File: src/rtl/fetch_sequencer.sv
// Instruction-fetch sequencer: owns the PC, addresses a sync-read imem, hands words to decode.
// Latency: word issued at edge E is captured at E+1; first word valid two edges after reset drops.
// Backpressure: output register plus one skid entry; issue stalls whenever a new read could not be stored.
module fetch_sequencer #(
    parameter int DATA_WIDTH = 32,
    parameter int ADDR_WIDTH = 10,
    parameter logic [ADDR_WIDTH-1:0] RESET_PC = '0
) (
    input  logic                  clk,
    input  logic                  reset,
    output logic [ADDR_WIDTH-1:0] imem_addr,
    input  logic [DATA_WIDTH-1:0] imem_data,
    input  logic                  redirect_valid,
    input  logic [ADDR_WIDTH-1:0] redirect_addr,
    input  logic                  halt,
    output logic [DATA_WIDTH-1:0] instr,
    output logic [ADDR_WIDTH-1:0] instr_pc,
    output logic                  instr_valid,
    input  logic                  instr_ready
);

    typedef enum logic [1:0] {
        RUN    = 2'd0,
        STALL  = 2'd1,
        HALTED = 2'd2
    } state_t;

    localparam logic [ADDR_WIDTH-1:0] PC_ONE = {{(ADDR_WIDTH-1){1'b0}}, 1'b1};

    state_t                  state;
    state_t                  state_nxt;
    logic                    issue;

    logic [ADDR_WIDTH-1:0]   pc;
    logic                    fl_vld;     // a read is in flight; data arrives this cycle
    logic [ADDR_WIDTH-1:0]   fl_pc;
    logic                    out_vld;
    logic [DATA_WIDTH-1:0]   out_dat;
    logic [ADDR_WIDTH-1:0]   out_pc;
    logic                    skid_vld;
    logic [DATA_WIDTH-1:0]   skid_dat;
    logic [ADDR_WIDTH-1:0]   skid_pc;

    logic                    out_keep;   // output register stays occupied across this edge
    logic [1:0]              occ;        // storage committed after this edge, before a new read
    logic                    room;

    assign out_keep = out_vld && !instr_ready;
    assign occ      = {1'b0, out_keep} + {1'b0, skid_vld} + {1'b0, fl_vld};
    assign room     = (occ <= 2'd1);

    assign imem_addr   = pc;
    assign instr       = out_dat;
    assign instr_pc    = out_pc;
    assign instr_valid = out_vld;

    // Mode register: RUN / STALL / HALTED.
    always_ff @(posedge clk) begin
        if (reset) begin
            state <= RUN;
        end else begin
            state <= state_nxt;
        end
    end

    // Next mode and issue decision; a redirect overrides everything and never issues.
    always_comb begin
        state_nxt = state;
        issue     = 1'b0;
        if (redirect_valid) begin
            state_nxt = halt ? HALTED : RUN;
        end else begin
            case (state)
                HALTED: begin
                    if (!halt) begin
                        issue     = room;
                        state_nxt = room ? RUN : STALL;
                    end
                end
                default: begin
                    if (halt) begin
                        state_nxt = HALTED;
                    end else begin
                        issue     = room;
                        state_nxt = room ? RUN : STALL;
                    end
                end
            endcase
        end
    end

    // PC, in-flight tracking, output register and skid buffer.
    always_ff @(posedge clk) begin
        if (reset) begin
            pc       <= RESET_PC;
            fl_vld   <= 1'b0;
            fl_pc    <= '0;
            out_vld  <= 1'b0;
            out_dat  <= '0;
            out_pc   <= '0;
            skid_vld <= 1'b0;
            skid_dat <= '0;
            skid_pc  <= '0;
        end else if (redirect_valid) begin
            // Squash the pending read and drop everything buffered; any transfer
            // on this edge has already been taken by decode.
            pc       <= redirect_addr;
            fl_vld   <= 1'b0;
            skid_vld <= 1'b0;
            out_vld  <= 1'b0;
        end else begin
            fl_vld <= issue;
            if (issue) begin
                fl_pc <= pc;
                pc    <= pc + PC_ONE;
            end
            if (!out_keep) begin
                // Output register frees up: oldest word (skid first) moves in.
                if (skid_vld) begin
                    out_vld  <= 1'b1;
                    out_dat  <= skid_dat;
                    out_pc   <= skid_pc;
                    skid_vld <= fl_vld;
                    if (fl_vld) begin
                        skid_dat <= imem_data;
                        skid_pc  <= fl_pc;
                    end
                end else if (fl_vld) begin
                    out_vld <= 1'b1;
                    out_dat <= imem_data;
                    out_pc  <= fl_pc;
                end else begin
                    out_vld <= 1'b0;
                end
            end else if (fl_vld) begin
                // Output held by backpressure: the arriving word parks in the skid entry.
                skid_vld <= 1'b1;
                skid_dat <= imem_data;
                skid_pc  <= fl_pc;
            end
        end
    end

endmodule

File: config.mk
export PLATFORM = sky130hd
export DESIGN_NAME = fetch_sequencer
export DESIGN_NICKNAME = d
export VERILOG_FILES = /design/src/rtl/fetch_sequencer.sv
export SDC_FILE = /design/constraint.sdc
export NUM_CORES = 1
export LEC_CHECK = 0
export ABC_AREA = 1
export ABC_CLOCK_PERIOD_IN_PS = 1400
export CAP_MARGIN = 10
export CORE_MARGIN = 4
export CORE_UTILIZATION = 46
export DETAILED_ROUTE_END_ITERATION = 10
export PLACE_DENSITY = 0.76
export SYNTH_ARGS = -nofsm -noshare
export SYNTH_HDL_FRONTEND = slang
export SYNTH_SLANG_ARGS = --single-unit
File: constraint.sdc
create_clock -name clk -period 1.4 [get_ports clk]
set_input_delay 0.28 -clock clk [delete_from_list [all_inputs] [get_ports clk]]
set_output_delay 0.28 -clock clk [all_outputs]
set_load 0.02 [all_outputs]
==> run metrics, run 1 <==
Total GRT Usage=a little over a fifth; die area=11800 sq um; DRT Pass-1 Iters=5; number of synthesized register bits=between 100 and 150; drt initial violations=381; HP Class=reg -> reg; DRT Wirelength=around 15000 um; post-layout minimum cycle time=~1400 ps; clk slew on worst S/H paths=~100 ps; Syn Nets=719; io pins=100; Mean Syn Cell Area=6.96 sq um; Design Area, Final=a little under 7000 sq um; sequential share of the synthesized area=around 46%; Final GP Congestion=0.870; Peak supply drop=477 uV; diode count=0; Leak=2.82 nW; worst slew pin tran=around 310 ps; ANT nets after route=0; Syn Inst Count=roughly 670; Via Count=4977; clk_lat worst skew=360 ps; Required @ worst endpoint=around 1700 ps; failing checks=setup timing; Critical Path End Type=flip-flop; port buffer count=between 90 and 100; synthesis-to-layout area growth=44.8%; CTS tree=yes; Rel. slew slack=79.5%; GR Overflow Total=0; vias per cell=5.32; Final #Nets=848; core footprint=~9800 sq um; per-cell routed wire length=~16 um; vias in the first global route=between 4000 and 5000; Chip Height=~110 um; share of layout cells above drive strength 1=18.2%; total CTS buffers=9; initial antenna violation count=0; final hold violations=0; Starting Density=47.5%; clock root cell=clkbuf_8; Yosys top cell by area=dfxtp_1; status=finished, violations left; Clock Sinks=107; die width=109 um; unrepaired setup endpoints after global routing=yes; Slew Limit Fails=0; Cell Pwr Density=894 nW/um^2; Setup CP Type=reg -> reg; cts hold-fix bufs=0; placed cell areas=5970 sq um; Yosys cell types=21; pin count of the biggest net entering global routing=53; CP Launch Type=flip-flop; Final period util=104%; clock buffer depth=2; global-route wire length before repair=roughly 20000 um; DRC errors left=0; synthesized cell area=4660 sq um; Final Skew=8.13 ps; CP arrival=~1700 ps; area share of the largest cell type after synthesis=46.0%; FP Rows=36; critical path peak fanout=5; yosys warns=0; final worst-path setup slack=-49.4 ps; H-tree level count=3; max-cap viol count=0; achievable clock frequency=690 MHz; dominant cells by area after synthesis=dfxtp_1 (46%), nand2_1 (15%), a21oi_1 (11%), o21ai_0 (7.0%), inv_1 (6.0%); final-report setup violation count=16; Min Hold Slack=445 ps; Final HPWL DP=between 8000 and 9000 um
-- logic make-up after synthesis --
kind of cell	synth area share, %
fa+ha+maj	0.806
simple gates	22.2
xor+xnor	0.376
compound gates	19.4
buf+inv	11.3
flops	46.0
-- where the power goes --
part	switching (mW)	total [mW]	internal, mW
clock	1.05	1.93	0.873
combinational	0.509	0.926	0.417
sequential	0.0493	3.18	3.13
total	1.61	6.03	4.42
-- worst paths after layout --
kind / from / to / slack, ps / cells after the start
max reg2reg: instr_valid$_SDFFE_PP0P_ / imem_addr[0]$_SDFFE_PP0P_ / -50 / 10
min reg2reg: instr[29]$_SDFFE_PP0P_ / instr[29]$_SDFFE_PP0P_ / 450 / 2
max: instr_valid$_SDFFE_PP0P_ / imem_addr[0]$_SDFFE_PP0P_ / -50 / 10
min: instr[29]$_SDFFE_PP0P_ / instr[29]$_SDFFE_PP0P_ / 450 / 2
-- Yosys cell counts --
cell and count:
clkbuf_2 1, dfxtp_1 107, nor2_1 19, xnor2_1 1
clkbuf_1 15, buf_4 12, inv_1 74, ha_1 3
inv_2 2, o21ai_0 65, a211oi_1 1, buf_6 1
nand2_1 185, or2_2 1, xor2_1 1, buf_2 16
o21bai_1 1, a31oi_1 1, nand3_1 52, o21ai_1 12
a21oi_1 99
-- routing by layer --
layer,GRT usage [%],vias up,share of wire (%)
met3,4.26,41,6.9
met4,7.57,0,2.7
li1,-,2409,-
met1,27.3,2292,41
met2,36.0,235,50
met5,0,-,0
-- repair_timing --
| action | CTS | global route |
|---|---|---|
| pin swaps | 8 | 14 |
| setup endpoints to repair | 74 | 111 |
| gates cloned | 1 | 9 |
| gates resized for setup | 90 | 93 |
| setup buffers | 4 | 9 |
-- area by class of cell --
type	count	area, sq um
fillers	819	3070
flip-flops and latches	107	2150
clock buffers	10	138
well taps	133	166
clock inverters	6	65.1
inverters	76	302
multi-input cells	443	2300
repair buffers	161	1640
-- registers in the layout, indices dropped and copies added (netlist names) --
signal,count
skid_pc,10
skid_dat,32
instr_valid,1
fl_pc,10
skid_vld,1
instr_pc,10
instr,32
fl_vld,1
imem_addr,10
-- cell usage in the layout (no fill, tap or decap), types with 12 or more instances in the layout --
cell and instances:
inv_1 68, a21oi_1 79, dlygate4sd2_1 45, nor2_1 12
buf_4 37, o21ai_0 39, a21oi_2 20, nand2_1 176
o21ai_1 32, nand3_1 45, dfxtp_1 104, clkdlybuf4s50_1 44
-- stage by stage --
step           util, %  setup WS, ps  power [mW]  cells  setup TNS (ps)
4_1_cts           63.8          -100        5.91    921           -2990
6_report          68.7         -49.4        6.03    936            -364
3_3_place_gp      60.8          -545        4.02    900          -29390
2_1_floorplan        -          5.98        3.62    669               0
3_5_place_dp      60.8          -606        4.04    900          -32690
5_1_grt           68.7          -123        6.27    936           -2150
-- critical path, stage by stage (launching register included) --
cell	delay, ps
dfxtp_2	350
nand2_4	60
inv_4	40
ha_4	260
inv_4	30
nand2_4	70
buf_4	120
nand3_4	120
nor2_2	140
nor2_1	50
a21oi_1	130
Power figures use the tool's default switching activity.
==> run 2: changes to the inputs <==
Settings changed: ABC_CLOCK_PERIOD_IN_PS 1400 to 1800, CORE_UTILIZATION 46 to 55, CTS_CLUSTER_SIZE set to 28, PLACE_DENSITY 0.76 to 0.86.
Clock period 1.4 ns to 1.8 ns, I/O delays scaled along.
==> run metrics, run 2 (synthesized netlist as in run 1, its figures left out) <==
initial antenna violation count=0 (unchanged); status=completed; Final Non-Filler Cells=871 (-6.9%); fillers=681 (-17%); io pins=100 (unchanged); total CTS buffers=9 (unchanged); clk slew on worst S/H paths=90 ps (about the same); FP Rows=33 (-8.3%); Final HPWL DP=7900 um (-7.8%); Crit path max-delay family=buffers and inverters; synthesis-to-layout area growth=28.5%; cts repair resizes=2 (-98%); fin util=72.9% (+4.2 points); die width=100 um (-7.9%); final hold violations=0 (unchanged); commonest non-fill, non-tap cell in the layout=nand2_1; clock root cell=clkbuf_8; Rel. slew slack=68.5% (-11 points); post-layout minimum cycle time=1720 ps; achievable clock frequency=582 MHz; placed cell areas=5790 sq um (-3.1%); Setup TNS=0 ps (+364 ps); Setup CP Type=reg -> out; cts hold-fix bufs=0 (unchanged); clk_lat worst skew=360 ps (about the same); Cell Pwr Density=757 nW/um^2 (-15%); H-tree level count=3 (unchanged); Starting Density=56.7% (+9.3 points); Min Hold Slack=446 ps (+1.20 ps); clock buffer depth=2 (unchanged); DRT Wirelength=11500 um (-21%); Final #Nets=811 (-4.4%); die area=10000 sq um (-15%); Slew Limit Fails=0 (unchanged); Final GP Congestion=0.869 (-0.18%); share of layout cells above drive strength 1=6.53% (-12 points); Buf/Inv on CP=1 (-2); ANT nets after route=0 (unchanged); diode count=0 (unchanged); Via Count=4565 (-8.3%); CP arrival=1360 ps (-380 ps); GR Overflow Total=0 (unchanged); Clock Sinks=107 (unchanged); final-report setup violation count=0 (-16); drt initial violations=397 (+4.2%); unrepaired setup endpoints after global routing=no; CP max-delay cell=clkdlybuf4s50_1; highest-count cells in the layout ignoring fill and taps=nand2_1 (183), dfxtp_1 (107), a21oi_1 (99); worst slew pin tran=473 ps (+166 ps); Design Area, Final=5990 sq um (-11%); Final period util=between 90% and 100%; core footprint=8220 sq um (-16%); max incr delay on CP=620 ps (+270 ps); Final Skew=8.61 ps (+0.488 ps); Critical Path End Type=output pin; Peak supply drop=378 uV (-21%); Leak=2.34 nW (-17%); HP Class=reg -> reg; Chip Height=100 um (-7.9%); vias per cell=5.24 (-1.4%); per-cell routed wire length=13.2 um (-15%); Post-Place Cells=855 (-5.0%); CTS tree=yes; DRT Pass-1 Iters=5 (unchanged); Required @ worst endpoint=1440 ps (-250 ps); CP Launch Type=flip-flop; pin count of the biggest net entering global routing=61 (+15%); vias in the first global route=4089 (-8.2%); max-cap viol count=0 (unchanged); critical path peak fanout=2 (-3); Total GRT Usage=23.0% (+1.6 points); global-route wire length before repair=18900 um (-7.8%); port buffer count=99 (unchanged); Post-CTS Setup Inserts=0 (-4); DRC errors left=0 (unchanged); critical path, cell by cell=clkdlybuf4s50_1
==> run 2: tightest hold or removal path, stage by stage, from the launching register on <==
cell,delay [ps]
dfxtp_1,320
inv_1,50
a21oi_1,50
==> run 2: final timing paths <==
| path | from | end | slack, ps | cells after the start |
|---|---|---|---|---|
| max | imem_addr[7]$_SDFFE_PP0P_ | imem_addr[7] | 80 | 1 |
| max reg2reg | fl_vld$_SDFF_PP0_ | fl_pc[2]$_SDFFE_PP0P_ | 290 | 8 |
| min | instr[13]$_SDFFE_PP0P_ | instr[13]$_SDFFE_PP0P_ | 450 | 2 |
| min reg2reg | instr[13]$_SDFFE_PP0P_ | instr[13]$_SDFFE_PP0P_ | 450 | 2 |
==> run 2: per-layer routing <==
layer,part of all wire [%],vias up,GRT usage (%)
li1,-,2322,-
met1,43,2084,30.7
met2,49,144,38.2
met3,6.7,15,3.82
met4,1.3,0,7.46
met5,0,-,0
==> run 2: metrics by stage <==
stage	worst slack (ps)	total power, mW
floorplan	235	2.81
global placement	-186	3.09
detailed placement	-290	3.11
CTS	31.9	4.55
global route	5.96	4.70
finish	82.5	4.54
==> run 2: area by class of cell <==
| cell class | instances | area (sq um) | share of cell area [%] |
|---|---|---|---|
| Sequential cell | 107 | 2140 | 35.8 |
| Clock buffer | 12 | 145 | 2.42 |
| Clock inverter | 4 | 50.0 | 0.836 |
| Tap cell | 105 | 131 | 2.19 |
| Inverter | 76 | 285 | 4.76 |
| Multi-Input combinational cell | 441 | 2000 | 33.5 |
| Timing Repair Buffer | 126 | 1230 | 20.6 |
==> run 2: power breakdown <==
group	switching, mW	internal [mW]	leakage, nW
registers	0.0406	2.43	0.869
logic	0.309	0.277	1.38
clock network	0.796	0.681	0.0926
